--- src/rtl/axil_cmd_master_if.sv ---
// Command, response and AXI-Lite master channel bundle for axil_cmd_master.
// Modport master is the bridge side; slave is the initiator/interconnect side.
interface axil_cmd_master_if #(
  parameter int ADDR_WIDTH = 32,
  parameter int DATA_WIDTH = 32
) ();
  localparam int STRB_WIDTH = DATA_WIDTH / 8;

  logic                  cmd_valid_i;
  logic                  cmd_ready_o;
  logic                  cmd_we_i;
  logic [ADDR_WIDTH-1:0] cmd_addr_i;
  logic [DATA_WIDTH-1:0] cmd_wdata_i;
  logic [STRB_WIDTH-1:0] cmd_wstrb_i;

  logic                  rsp_valid_o;
  logic                  rsp_ready_i;
  logic                  rsp_we_o;
  logic [DATA_WIDTH-1:0] rsp_rdata_o;
  logic [1:0]            rsp_resp_o;

  logic [ADDR_WIDTH-1:0] m_awaddr_o;
  logic                  m_awvalid_o;
  logic                  m_awready_i;
  logic [DATA_WIDTH-1:0] m_wdata_o;
  logic [STRB_WIDTH-1:0] m_wstrb_o;
  logic                  m_wvalid_o;
  logic                  m_wready_i;
  logic [1:0]            m_bresp_i;
  logic                  m_bvalid_i;
  logic                  m_bready_o;
  logic [ADDR_WIDTH-1:0] m_araddr_o;
  logic                  m_arvalid_o;
  logic                  m_arready_i;
  logic [DATA_WIDTH-1:0] m_rdata_i;
  logic [1:0]            m_rresp_i;
  logic                  m_rvalid_i;
  logic                  m_rready_o;

  modport master (
    input  cmd_valid_i, cmd_we_i, cmd_addr_i, cmd_wdata_i, cmd_wstrb_i,
    output cmd_ready_o,
    input  rsp_ready_i,
    output rsp_valid_o, rsp_we_o, rsp_rdata_o, rsp_resp_o,
    output m_awaddr_o, m_awvalid_o, input m_awready_i,
    output m_wdata_o, m_wstrb_o, m_wvalid_o, input m_wready_i,
    input  m_bresp_i, m_bvalid_i, output m_bready_o,
    output m_araddr_o, m_arvalid_o, input m_arready_i,
    input  m_rdata_i, m_rresp_i, m_rvalid_i, output m_rready_o
  );

  modport slave (
    output cmd_valid_i, cmd_we_i, cmd_addr_i, cmd_wdata_i, cmd_wstrb_i,
    input  cmd_ready_o,
    output rsp_ready_i,
    input  rsp_valid_o, rsp_we_o, rsp_rdata_o, rsp_resp_o,
    input  m_awaddr_o, m_awvalid_o, output m_awready_i,
    input  m_wdata_o, m_wstrb_o, m_wvalid_o, output m_wready_i,
    output m_bresp_i, m_bvalid_i, input m_bready_o,
    input  m_araddr_o, m_arvalid_o, output m_arready_i,
    output m_rdata_i, m_rresp_i, m_rvalid_i, input m_rready_o
  );
endinterface

--- src/rtl/axil_cmd_master.sv ---
// Turns a single read/write command stream into one AXI-Lite master transaction at a time.
// Define AXIL_CMD_MASTER_STATS_EN to add write/read/error transaction counters.
module axil_cmd_master #(
  parameter int ADDR_WIDTH = 32,
  parameter int DATA_WIDTH = 32
) (
  input  logic        clk_i,
  input  logic        rst_i,
`ifdef AXIL_CMD_MASTER_STATS_EN
  input  logic        stat_clr_i,
  output logic [31:0] stat_wr_cnt_o,
  output logic [31:0] stat_rd_cnt_o,
  output logic [15:0] stat_err_cnt_o,
`endif
  axil_cmd_master_if.master bus
);
  localparam int STRB_WIDTH = DATA_WIDTH / 8;

  typedef enum logic [2:0] {IDLE, WR_REQ, WR_RESP, RD_REQ, RD_DATA, RSP} state_t;

  // Every output is a flop; the whole set resets to zero in one assignment.
  typedef struct packed {
    logic                  cmd_ready;
    logic                  rsp_valid;
    logic                  rsp_we;
    logic [DATA_WIDTH-1:0] rsp_rdata;
    logic [1:0]            rsp_resp;
    logic [ADDR_WIDTH-1:0] awaddr;
    logic                  awvalid;
    logic [DATA_WIDTH-1:0] wdata;
    logic [STRB_WIDTH-1:0] wstrb;
    logic                  wvalid;
    logic                  bready;
    logic [ADDR_WIDTH-1:0] araddr;
    logic                  arvalid;
    logic                  rready;
  } out_t;

  state_t r_state, w_state_nxt;
  out_t   r_out, w_out_nxt;
  logic   w_b_hs, w_r_hs;

  assign w_b_hs = (r_state == WR_RESP) && bus.m_bvalid_i && r_out.bready;
  assign w_r_hs = (r_state == RD_DATA) && bus.m_rvalid_i && r_out.rready;

  always_ff @(posedge clk_i) begin
    // NOTE: non-blocking so every flop samples pre-edge values regardless of statement order.
    if (rst_i) begin
      r_state <= IDLE;
      r_out   <= '0;
    end else begin
      r_state <= w_state_nxt;
      r_out   <= w_out_nxt;
    end
  end

  always_comb begin
    // NOTE: defaults come first (hold current values) so no path leaves a variable unassigned and infers a latch.
    w_state_nxt = r_state;
    w_out_nxt   = r_out;
    unique case (r_state)
      IDLE: begin
        if (bus.cmd_valid_i && r_out.cmd_ready) begin
          w_out_nxt.cmd_ready = 1'b0;
          w_out_nxt.rsp_we    = bus.cmd_we_i;
          if (bus.cmd_we_i) begin
            w_out_nxt.awaddr  = bus.cmd_addr_i;
            w_out_nxt.wdata   = bus.cmd_wdata_i;
            w_out_nxt.wstrb   = bus.cmd_wstrb_i;
            w_out_nxt.awvalid = 1'b1;
            w_out_nxt.wvalid  = 1'b1;
            w_state_nxt       = WR_REQ;
          end else begin
            w_out_nxt.araddr  = bus.cmd_addr_i;
            w_out_nxt.arvalid = 1'b1;
            w_state_nxt       = RD_REQ;
          end
        end else begin
          w_out_nxt.cmd_ready = 1'b1;
        end
      end
      WR_REQ: begin
        // AW and W retire independently; B is only accepted once both have gone.
        if (bus.m_awready_i) w_out_nxt.awvalid = 1'b0;
        if (bus.m_wready_i)  w_out_nxt.wvalid  = 1'b0;
        if (!w_out_nxt.awvalid && !w_out_nxt.wvalid) begin
          w_out_nxt.bready = 1'b1;
          w_state_nxt      = WR_RESP;
        end
      end
      WR_RESP: begin
        if (w_b_hs) begin
          w_out_nxt.bready    = 1'b0;
          w_out_nxt.rsp_rdata = '0;
          w_out_nxt.rsp_resp  = bus.m_bresp_i;
          w_out_nxt.rsp_valid = 1'b1;
          w_state_nxt         = RSP;
        end
      end
      RD_REQ: begin
        if (bus.m_arready_i) begin
          w_out_nxt.arvalid = 1'b0;
          w_out_nxt.rready  = 1'b1;
          w_state_nxt       = RD_DATA;
        end
      end
      RD_DATA: begin
        if (w_r_hs) begin
          w_out_nxt.rready    = 1'b0;
          w_out_nxt.rsp_rdata = bus.m_rdata_i;
          w_out_nxt.rsp_resp  = bus.m_rresp_i;
          w_out_nxt.rsp_valid = 1'b1;
          w_state_nxt         = RSP;
        end
      end
      RSP: begin
        if (bus.rsp_ready_i) begin
          w_out_nxt.rsp_valid = 1'b0;
          w_out_nxt.cmd_ready = 1'b1;
          w_state_nxt         = IDLE;
        end
      end
      default: w_state_nxt = IDLE;
    endcase
  end

  assign bus.cmd_ready_o = r_out.cmd_ready;
  assign bus.rsp_valid_o = r_out.rsp_valid;
  assign bus.rsp_we_o    = r_out.rsp_we;
  assign bus.rsp_rdata_o = r_out.rsp_rdata;
  assign bus.rsp_resp_o  = r_out.rsp_resp;
  assign bus.m_awaddr_o  = r_out.awaddr;
  assign bus.m_awvalid_o = r_out.awvalid;
  assign bus.m_wdata_o   = r_out.wdata;
  assign bus.m_wstrb_o   = r_out.wstrb;
  assign bus.m_wvalid_o  = r_out.wvalid;
  assign bus.m_bready_o  = r_out.bready;
  assign bus.m_araddr_o  = r_out.araddr;
  assign bus.m_arvalid_o = r_out.arvalid;
  assign bus.m_rready_o  = r_out.rready;

`ifdef AXIL_CMD_MASTER_STATS_EN
  logic [31:0] r_wr_cnt, r_rd_cnt;
  logic [15:0] r_err_cnt;
  logic        w_err;

  assign w_err = (w_b_hs && (bus.m_bresp_i != 2'b00)) || (w_r_hs && (bus.m_rresp_i != 2'b00));

  always_ff @(posedge clk_i) begin
    if (rst_i || stat_clr_i) begin
      r_wr_cnt  <= '0;
      r_rd_cnt  <= '0;
      r_err_cnt <= '0;
    end else begin
      if (w_b_hs) r_wr_cnt  <= r_wr_cnt + 32'd1;
      if (w_r_hs) r_rd_cnt  <= r_rd_cnt + 32'd1;
      if (w_err)  r_err_cnt <= r_err_cnt + 16'd1;
    end
  end

  assign stat_wr_cnt_o  = r_wr_cnt;
  assign stat_rd_cnt_o  = r_rd_cnt;
  assign stat_err_cnt_o = r_err_cnt;
`endif
endmodule

--- src/flat_wrapper.sv ---
// flat-port wrapper written by rule: the top's interface ports become plain ports
module axil_cmd_master_flat 
#(
  parameter int ADDR_WIDTH = 32,
  parameter int DATA_WIDTH = 32
)
  (clk_i, rst_i, bus_cmd_valid_i, bus_cmd_we_i, bus_cmd_addr_i, bus_cmd_wdata_i, bus_cmd_wstrb_i, bus_cmd_ready_o, bus_rsp_ready_i, bus_rsp_valid_o, bus_rsp_we_o, bus_rsp_rdata_o, bus_rsp_resp_o, bus_m_awaddr_o, bus_m_awvalid_o, bus_m_awready_i, bus_m_wdata_o, bus_m_wstrb_o, bus_m_wvalid_o, bus_m_wready_i, bus_m_bresp_i, bus_m_bvalid_i, bus_m_bready_o, bus_m_araddr_o, bus_m_arvalid_o, bus_m_arready_i, bus_m_rdata_i, bus_m_rresp_i, bus_m_rvalid_i, bus_m_rready_o);
  axil_cmd_master_if #(.ADDR_WIDTH(ADDR_WIDTH), .DATA_WIDTH(DATA_WIDTH)) bus_i ();
  input  logic clk_i;
  input  logic rst_i;
  input wire logic [$bits(bus_i.cmd_valid_i)-1:0] bus_cmd_valid_i;
  input wire logic [$bits(bus_i.cmd_we_i)-1:0] bus_cmd_we_i;
  input wire logic [$bits(bus_i.cmd_addr_i)-1:0] bus_cmd_addr_i;
  input wire logic [$bits(bus_i.cmd_wdata_i)-1:0] bus_cmd_wdata_i;
  input wire logic [$bits(bus_i.cmd_wstrb_i)-1:0] bus_cmd_wstrb_i;
  output wire logic [$bits(bus_i.cmd_ready_o)-1:0] bus_cmd_ready_o;
  input wire logic [$bits(bus_i.rsp_ready_i)-1:0] bus_rsp_ready_i;
  output wire logic [$bits(bus_i.rsp_valid_o)-1:0] bus_rsp_valid_o;
  output wire logic [$bits(bus_i.rsp_we_o)-1:0] bus_rsp_we_o;
  output wire logic [$bits(bus_i.rsp_rdata_o)-1:0] bus_rsp_rdata_o;
  output wire logic [$bits(bus_i.rsp_resp_o)-1:0] bus_rsp_resp_o;
  output wire logic [$bits(bus_i.m_awaddr_o)-1:0] bus_m_awaddr_o;
  output wire logic [$bits(bus_i.m_awvalid_o)-1:0] bus_m_awvalid_o;
  input wire logic [$bits(bus_i.m_awready_i)-1:0] bus_m_awready_i;
  output wire logic [$bits(bus_i.m_wdata_o)-1:0] bus_m_wdata_o;
  output wire logic [$bits(bus_i.m_wstrb_o)-1:0] bus_m_wstrb_o;
  output wire logic [$bits(bus_i.m_wvalid_o)-1:0] bus_m_wvalid_o;
  input wire logic [$bits(bus_i.m_wready_i)-1:0] bus_m_wready_i;
  input wire logic [$bits(bus_i.m_bresp_i)-1:0] bus_m_bresp_i;
  input wire logic [$bits(bus_i.m_bvalid_i)-1:0] bus_m_bvalid_i;
  output wire logic [$bits(bus_i.m_bready_o)-1:0] bus_m_bready_o;
  output wire logic [$bits(bus_i.m_araddr_o)-1:0] bus_m_araddr_o;
  output wire logic [$bits(bus_i.m_arvalid_o)-1:0] bus_m_arvalid_o;
  input wire logic [$bits(bus_i.m_arready_i)-1:0] bus_m_arready_i;
  input wire logic [$bits(bus_i.m_rdata_i)-1:0] bus_m_rdata_i;
  input wire logic [$bits(bus_i.m_rresp_i)-1:0] bus_m_rresp_i;
  input wire logic [$bits(bus_i.m_rvalid_i)-1:0] bus_m_rvalid_i;
  output wire logic [$bits(bus_i.m_rready_o)-1:0] bus_m_rready_o;
  assign bus_i.cmd_valid_i = bus_cmd_valid_i;
  assign bus_i.cmd_we_i = bus_cmd_we_i;
  assign bus_i.cmd_addr_i = bus_cmd_addr_i;
  assign bus_i.cmd_wdata_i = bus_cmd_wdata_i;
  assign bus_i.cmd_wstrb_i = bus_cmd_wstrb_i;
  assign bus_cmd_ready_o = bus_i.cmd_ready_o;
  assign bus_i.rsp_ready_i = bus_rsp_ready_i;
  assign bus_rsp_valid_o = bus_i.rsp_valid_o;
  assign bus_rsp_we_o = bus_i.rsp_we_o;
  assign bus_rsp_rdata_o = bus_i.rsp_rdata_o;
  assign bus_rsp_resp_o = bus_i.rsp_resp_o;
  assign bus_m_awaddr_o = bus_i.m_awaddr_o;
  assign bus_m_awvalid_o = bus_i.m_awvalid_o;
  assign bus_i.m_awready_i = bus_m_awready_i;
  assign bus_m_wdata_o = bus_i.m_wdata_o;
  assign bus_m_wstrb_o = bus_i.m_wstrb_o;
  assign bus_m_wvalid_o = bus_i.m_wvalid_o;
  assign bus_i.m_wready_i = bus_m_wready_i;
  assign bus_i.m_bresp_i = bus_m_bresp_i;
  assign bus_i.m_bvalid_i = bus_m_bvalid_i;
  assign bus_m_bready_o = bus_i.m_bready_o;
  assign bus_m_araddr_o = bus_i.m_araddr_o;
  assign bus_m_arvalid_o = bus_i.m_arvalid_o;
  assign bus_i.m_arready_i = bus_m_arready_i;
  assign bus_i.m_rdata_i = bus_m_rdata_i;
  assign bus_i.m_rresp_i = bus_m_rresp_i;
  assign bus_i.m_rvalid_i = bus_m_rvalid_i;
  assign bus_m_rready_o = bus_i.m_rready_o;
  axil_cmd_master #(.ADDR_WIDTH(ADDR_WIDTH), .DATA_WIDTH(DATA_WIDTH)) u_core (.clk_i(clk_i), .rst_i(rst_i), .bus(bus_i));
endmodule
--- config.mk ---
export PLATFORM = sky130hd
export DESIGN_NAME = axil_cmd_master_flat
export DESIGN_NICKNAME = d
export VERILOG_FILES = /design/src/rtl/axil_cmd_master_if.sv /design/src/rtl/axil_cmd_master.sv /design/src/flat_wrapper.sv
export SDC_FILE = /design/constraint.sdc
export NUM_CORES = 1
export LEC_CHECK = 0
export BUFFER_PORTS_ARGS = -buffer_cell sky130_fd_sc_hd__buf_4
export CAP_MARGIN = 20
export CELL_PAD_IN_SITES_DETAIL_PLACEMENT = 0
export CELL_PAD_IN_SITES_GLOBAL_PLACEMENT = 1
export CORE_MARGIN = 5
export CORE_UTILIZATION = 34
export CTS_CLUSTER_SIZE = 30
export DETAILED_ROUTE_END_ITERATION = 12
export PLACE_DENSITY = 0.82
export RECOVER_POWER = 50
export SYNTH_ARGS = -nofsm -noshare
export SYNTH_HDL_FRONTEND = slang
export SYNTH_SLANG_ARGS = --single-unit
--- constraint.sdc ---
create_clock -name clk_i -period 4.59 [get_ports clk_i]
set_input_delay 0.459 -clock clk_i [delete_from_list [all_inputs] [get_ports clk_i]]
set_output_delay 0.459 -clock clk_i [all_outputs]
set_load 0.01 [all_outputs]
; After elaboration in Yosys (flattened, before gate mapping)
; Cells that the tools add are included.
[word_totals]
regBits = 145
inputBits = 114
output_inout_bits = 142
word_cells = 90
[classes]
eq_ne = 13
muxes = 34
n_bitwise = 1
n_reduce_logical = 27
[op_table]
columns = op, count
row1 = 2-to-1 mux 38 bit, 2
row2 = 2-to-1 mux 34 bit, 2
row3 = case mux 34 bit (2 select lines), 1
row4 = 2-to-1 mux 3 bit, 6
row5 = case mux 3 bit (6 select lines), 1
row6 = AND reduction 3 bit, 6
row7 = 2-to-1 mux 1 bit, 12
row8 = case mux 1 bit (2 select lines), 6
row9 = nonzero test 2 bit, 6
row10 = "!= test 2 x 1 -> 1 bit, second input constant", 4
row11 = "!= test 2 bit, second input constant", 4
row12 = AND reduction 4 bit, 2
row13 = "== test 3 x 2 -> 1 bit, second input constant", 2
row14 = "== test 3 bit, second input constant", 2
row15 = logical AND 1 bit, 6
row16 = 2-to-1 mux 2 bit, 3
row17 = AND reduction 6 bit, 1
row18 = AND reduction 2 bit, 2
row19 = "== test 3 x 1 -> 1 bit, second input constant", 1
row20 = zero test 3 bit, 1
row21 = case mux 1 bit (3 select lines), 1
row22 = nonzero test 3 bit, 1
row23 = zero test 1 bit, 2
row24 = inverter 1 bit, 1

; Longest topological paths before layout
; Gate-level depths: netlist of run 1.
[depth]
word_depth = 6
depth_mapped = 7
depth_no_buf = 4

; Worst setup path before layout of run 1
; OpenSTA, ideal clock, no wires.
[synth_path]
path_kind = register -> register
startpoint = reg u_core.r_state[1]
endpoint = reg u_core.r_out, in the netlist u_core.bus.m_wdata_o[20]
setup_ps = 132
arrival_time_ps = 1591
setup_slack_ps = 2867
stages_incl_launch_ff = 8
path_buffers = 3
period_less_slack_ps = 1723
cell_sequence = dfxtp_1 > or2_1 > buf_2 > or4_1 > clkbuf_1 > buf_2 > nand2_1 > a21oi_1
[synth_between]
elab_chain_len = 2
[synth_rtl]
columns = item, line
row1 = from (decl), axil_cmd_master.sv:39  ; state_t r_state, w_state_nxt;
row2 = from (signal assigned), axil_cmd_master.sv:52  ; r_state <= w_state_nxt;
row3 = zero test 3 bit, axil_cmd_master.sv:61  ; unique case (r_state)
row4 = AND reduction 3 bit (no line), n/a
row5 = to (signal assigned), axil_cmd_master.sv:53  ; r_out <= w_out_nxt;
row6 = to (decl), axil_cmd_master.sv:40  ; out_t r_out, w_out_nxt;
; No other way between the ends.
; A chain may end at the register's enable or synchronous reset.

; Worst setup path after layout of run 1
[layout_path]
startpoint = reg u_core.r_state[0]
endpoint = reg u_core.r_out, in the netlist u_core.bus.m_wdata_o[22]
; The elaborated chain is that of the path after synthesis.

==> impl_metrics.toml, run 1 <==
[outcome]
status = "complete, no violations"

[synth]
yosysWarnings = 0
synth-async-reset-ratio_pct = 0
synth_edf_count = 0
ys_seq_area_share_pct = 55.0
syn-num-nets = 773
syn_area_per_cell_sq_um = 8.01
syn-cell-area_sq_mm = 0.00528
synth_ff_type = "dfxtp_1"
netlist_instances = 659
synth_seq_cells = 145
ys_types = 38

[clock_tree]
cts-root-buf = "clkbuf_16"
cts_sinks = 145
cts_buffer_depth = 2
clk_transition_reported_paths_ps = 60
ctsHoldBuffers = 0
cts_htree_levels = 4
insertion_delay_ps = 420
post_cts_buffers = 0
cts_buffers = 17
cts_tree = "yes"
cts_resized = 0

[setup_path]
cp_slowest_cell = "or4_2"
cp.required_ps = 4860
cp.depth = 5
max_stage_delay_ps = 1010
worst_setup_path_start_kind = "flop"
arrival_ps = 2910
endpoint_kind = "flop"
cp_top_family = "simple AND/OR/NAND/NOR gates"
r2r_slack_ps = 1940
crit_fanout = 44
critPathKind = "reg -> reg"
critPathBufInv = 1
worst_r2r_path_depth = 5
crit_chain = "or2_0, or4_2, buf_4, nand2_1, a21oi_1"

[timing]
min_period_over_period_pct = 57.7
final_hold_viol_count = 0
max_freq_mhz = 378
slew_headroom_pct = 51.4
finalClockSkew_ps = 10.7
fin_setup_tns_ps = 0
whs_ps = 271
period_needed_ps = 2650
worst_pin_slew_ps = 724
rsz0062_at_grt = "false"
final_max_slew_viol_count = 0
setup_viol = 0

[placement]
dp_hpwl_um = 11700
io_buffers = 255
routabilityCongestion = 0.771

[min_path]
min_path_type = "in -> reg"
holdPathStages = 2

[finish]
fillers = 1644
diodes = 0
final_util_pct = 48.6
final_nets = 1006
drive_gt1_share_pct = 17.8
synthToLayoutAreaGrowth_pct = 39.9

[global_routing]
grt_pass1_wl_um = 25900
grt_overflow_total = 0
antenna_found_initial = 0
busiest_layer = "met2"
grt.met3_usage_pct = 9.09
grtUsageTotal_pct = 17.8
grtUsageMet1_pct = 21.4
gr-usage-met2_pct = 28.6
grt_max_degree = 67
grt_pass1_vias = 4904

[floorplanning]
die_area_sq_mm = 0.0181
ioPinCount = 256
rows = 45
die_w_um = 135
coreArea_sq_mm = 0.0152
die_h_um = 135
start_util_pct = 34.7

[detailed_routing]
wl_per_cell_um = 15.3
vias_per_cell = 4.76
first_pass_iters = 6
vias = 5197
finalWirelength_um = 16700
drc = 0
detail-route-antenna-nets = 0
drt_iter0_drc = 305

[power]
leakagePower_nw = 2.67
p_per_area_mw_per_mm2 = 477
ir_drop_mv = 0.266
report.power.total_w = 0.00352

[run]
cap_viol_max_count = 0
placed cells by master (no fill, tap or decap), drive strengths merged, types with 2 or more instances in the layout:
cell type    n
nor4         2
a31oi        3
nand3        2
buf        122
or3          2
o21ai       39
dfxtp      145
clkbuf     164
nor3b        2
or4          2
clkinvlp     2
inv          8
a21oi      139
nor2         2
clkinv       2
bufinv       4
nand2      237
nor2b        2
nor3         5
mux2i        3
area by class of cell:
type	count	area (sq um)	area share (%)
clock buffers	22	474	6.42
flip-flops and latches	145	2900	39.3
well taps	188	235	3.19
multi-input cells	457	2140	29.0
repair buffers	264	1450	19.6
clock inverters	9	154	2.08
inverters	7	26.3	0.356
report_power, final:
group	total, W	switching (W)	internal [W]	leakage, nW
logic	0.000624	0.000404	0.000220	1.20
registers	0.00143	0.0000727	0.00136	1.17
clock network	0.00147	0.000520	0.000950	0.303
total	0.00352	0.000997	0.00253	2.67
through the flow:
step                      instances  setup WS, ps  instance area (sq um)
final                          1092          1940                   7380
after detailed placement       1061          2000                   7290
after floorplan                 659          2870                   5280
after global placement         1061          2030                   7290
after global routing           1092          1780                   7380
after CTS                      1092          2000                   7920
per-layer routing:
layer	part of all wire [%]	up-vias
met5	0	-
met4	0.98	0
met3	10	12
met2	46	191
met1	43	2340
li1	-	2654
logic make-up after synthesis:
| logic type | after synthesis | synth area share (%) |
|---|---|---|
| buf+inv | 57 | 4.69 |
| mux | 4 | 0.782 |
| flops | 145 | 55.0 |
| compound gates | 192 | 19.4 |
| simple gates | 261 | 20.2 |
Yosys cell counts (2+ instances only):
cell type  instances  share of area (%)
nor3_1             5               0.47
clkbuf_1          29                2.1
nor2_1             2               0.14
buf_4              3               0.43
inv_1              7               0.50
dfxtp_1          145                 55
or3_1              2               0.24
buf_2             18                1.7
mux2i_1            3               0.57
o21ai_0           30                2.8
a31oi_1            3               0.36
nand2_1          237                 17
or4_1              2               0.28
nor2b_1            2               0.24
nand3_1            2               0.19
o21ai_1            9               0.85
a21oi_1          139                 13
worst paths after layout:
path,from,endpoint
max reg2reg,u_core.r_state[0],u_core.bus.m_wdata_o[22]
max,u_core.r_state[0],u_core.bus.m_wdata_o[22]
min,bus_m_arready_i,u_core.bus.m_arvalid_o
min reg2reg,u_core.bus.m_awaddr_o[2],u_core.bus.m_awaddr_o[2]
state kept, by name (all words and copies together), names as in the netlist, 2 cells and up:
signal                  flops
u_core.r_state              3
u_core.bus.rsp_rdata_o     32
u_core.bus.rsp_resp_o       2
u_core.bus.m_wstrb_o        4
u_core.bus.m_araddr_o      32
u_core.bus.m_awaddr_o      32
u_core.bus.m_wdata_o       32
Note: power is estimated with default switching activity, not from simulation.
==> inputs of run 2 (changes only) <==
--- a/config.mk
+++ b/config.mk
@@ -10,10 +10,10 @@
 export CELL_PAD_IN_SITES_DETAIL_PLACEMENT = 0
 export CELL_PAD_IN_SITES_GLOBAL_PLACEMENT = 1
 export CORE_MARGIN = 5
-export CORE_UTILIZATION = 34
+export CORE_UTILIZATION = 32
 export CTS_CLUSTER_SIZE = 30
 export DETAILED_ROUTE_END_ITERATION = 12
-export PLACE_DENSITY = 0.82
+export PLACE_DENSITY = 0.78
 export RECOVER_POWER = 50
 export SYNTH_ARGS = -nofsm -noshare
 export SYNTH_HDL_FRONTEND = slang
==> constraint.sdc (replaced) <==
create_clock -name clk_i -period 2.7 [get_ports clk_i]
set_input_delay 0.27 -clock clk_i [delete_from_list [all_inputs] [get_ports clk_i]]
set_output_delay 0.27 -clock clk_i [all_outputs]
set_load 0.01 [all_outputs]
==> impl_metrics.toml, run 2 (synthesis gave the netlist of run 1 again) <==
[outcome]
status = "complete, no violations"

[setup_path]
cp_top_family = "buffers and inverters"
r2r_slack_ps = 470
crit_chain = "clkbuf_1, nor4bb_1, a221oi_2, o221ai_1, mux2_2"
cp.required_ps = 3000
setup.worst_path.start = "u_core.r_state[2]"
worst_setup_path_start_kind = "flop"
worst_r2r_endpoint = "u_core.r_state[1]"
crit_fanout = 13
worst_r2r_path_depth = 5
r2r_start = "u_core.r_state[2]"
arrival_ps = 2530
critPathKind = "reg -> reg"
max_stage_delay_ps = 520
cp.depth = 5
cp_slowest_cell = "clkbuf_1"
endpoint_kind = "flop"
critPathBufInv = 1

[floorplanning]
die_h_um = 138
die_w_um = 138
coreArea_sq_mm = 0.0164
ioPinCount = 256
die_area_sq_mm = 0.0192
rows = 47
start_util_pct = 32.2

[timing]
setup_viol = 0
slew_headroom_pct = 57.8
final_max_slew_viol_count = 0
period_needed_ps = 2230
finalClockSkew_ps = 10.5
final_hold_viol_count = 0
min_period_over_period_pct = 82.6
worst_pin_slew_ps = 633
fin_setup_tns_ps = 0
rsz0062_at_grt = "false"
max_freq_mhz = 448

[detailed_routing]
finalWirelength_um = 17000
drt_iter0_drc = 256
detail-route-antenna-nets = 0
wl_per_cell_um = 15.0
first_pass_iters = 4
vias_per_cell = 4.61
vias = 5205
drc = 0

[global_routing]
grt_overflow_total = 0
gr-usage-met2_pct = 26.8
grtUsageTotal_pct = 17.0
busiest_layer = "met2"
grtUsageMet1_pct = 20.7
grt_max_degree = 56
antenna_found_initial = 0
grt_pass1_vias = 4961
grt.met3_usage_pct = 8.29
grt_pass1_wl_um = 26600

[placement]
post_dp_cell_area_sq_mm = 0.00740
io_buffers = 255
routabilityCongestion = 0.738
dp_hpwl_um = 11800

[finish]
final_nets = 1012
drive_gt1_share_pct = 18.5
layout_common_cells = "nand2_1 (237), dfxtp_1 (145), clkbuf_1 (143)"
final_common_cell = "nand2_1"
diodes = 0
final_util_pct = 45.9
design_area_sq_mm = 0.00753
synthToLayoutAreaGrowth_pct = 42.7

[power]
p_per_area_mw_per_mm2 = 823
ir_drop_mv = 0.450
leakagePower_nw = 2.73

[clock_tree]
cts_buffers = 17
cts_sinks = 145
cts_resized = 0
cts_tree = "yes"
ctsHoldBuffers = 0
clk_transition_reported_paths_ps = 60
cts_buffer_depth = 2
cts_htree_levels = 4
insertion_delay_ps = 420
cts-root-buf = "clkbuf_16"
post_cts_buffers = 0

[min_path]
holdPathStages = 2
min_path_type = "in -> reg"
worstHoldEndpoint = "u_core.bus.m_arvalid_o"
hold_start = "bus_m_arready_i"

[run]
cap_viol_max_count = 0
run 2: cell count changes in the layout (fill, tap and decap cells not counted), sizes merged:
cell | before | now
buf | 122 | 127
bufinv | 4 | 5
inv | 8 | 7
clkbuf | 164 | 165
clkinvlp | 2 | 1
clkinv | 2 | 3
run 2: worst max-delay path by stage:
stage	to
after floorplan	u_core.bus.m_wdata_o[20]
after global placement	u_core.bus.m_awaddr_o[15]
after detailed placement	u_core.bus.m_awaddr_o[19]
after CTS	u_core.bus.m_awaddr_o[19]
after global routing	u_core.r_state[1]
final	u_core.r_state[1]
run 2: per-stage QoR:
step / total power [W] / hold WS (ps) / worst slack, ps / instances
4_1_cts: 0.00641 / 51.2 / 564 / 1130
6_report: 0.00620 / 71.0 / 469 / 1130
3_5_place_dp: 0.00373 / 447 / 577 / 1099
3_3_place_gp: 0.00373 / 442 / 634 / 1099
5_1_grt: 0.00652 / 63.7 / 300 / 1130
2_1_floorplan: 0.00311 / 385 / 977 / 659
run 2: area by class of cell:
type | count | area [sq um]
flip-flops and latches | 145 | 2900
repair buffers | 270 | 1520
multi-input cells | 457 | 2140
inverters | 7 | 26.3
clock buffers | 22 | 494
fillers | 1821 | 8870
clock inverters | 9 | 176
well taps | 220 | 275
run 2: metal layers:
layer,vias up,wire (um)
li1,2659,-
met1,2351,7330
met2,184,7880
met3,11,1620
met4,0,174
met5,-,0
run 2: where the power goes:
| part | switching [W] | internal (W) | leakage, nW |
|---|---|---|---|
| Sequential | 0.000114 | 0.00231 | 1.17 |
| Clock | 0.000900 | 0.00176 | 0.328 |
| Combinational | 0.000712 | 0.000411 | 1.23 |
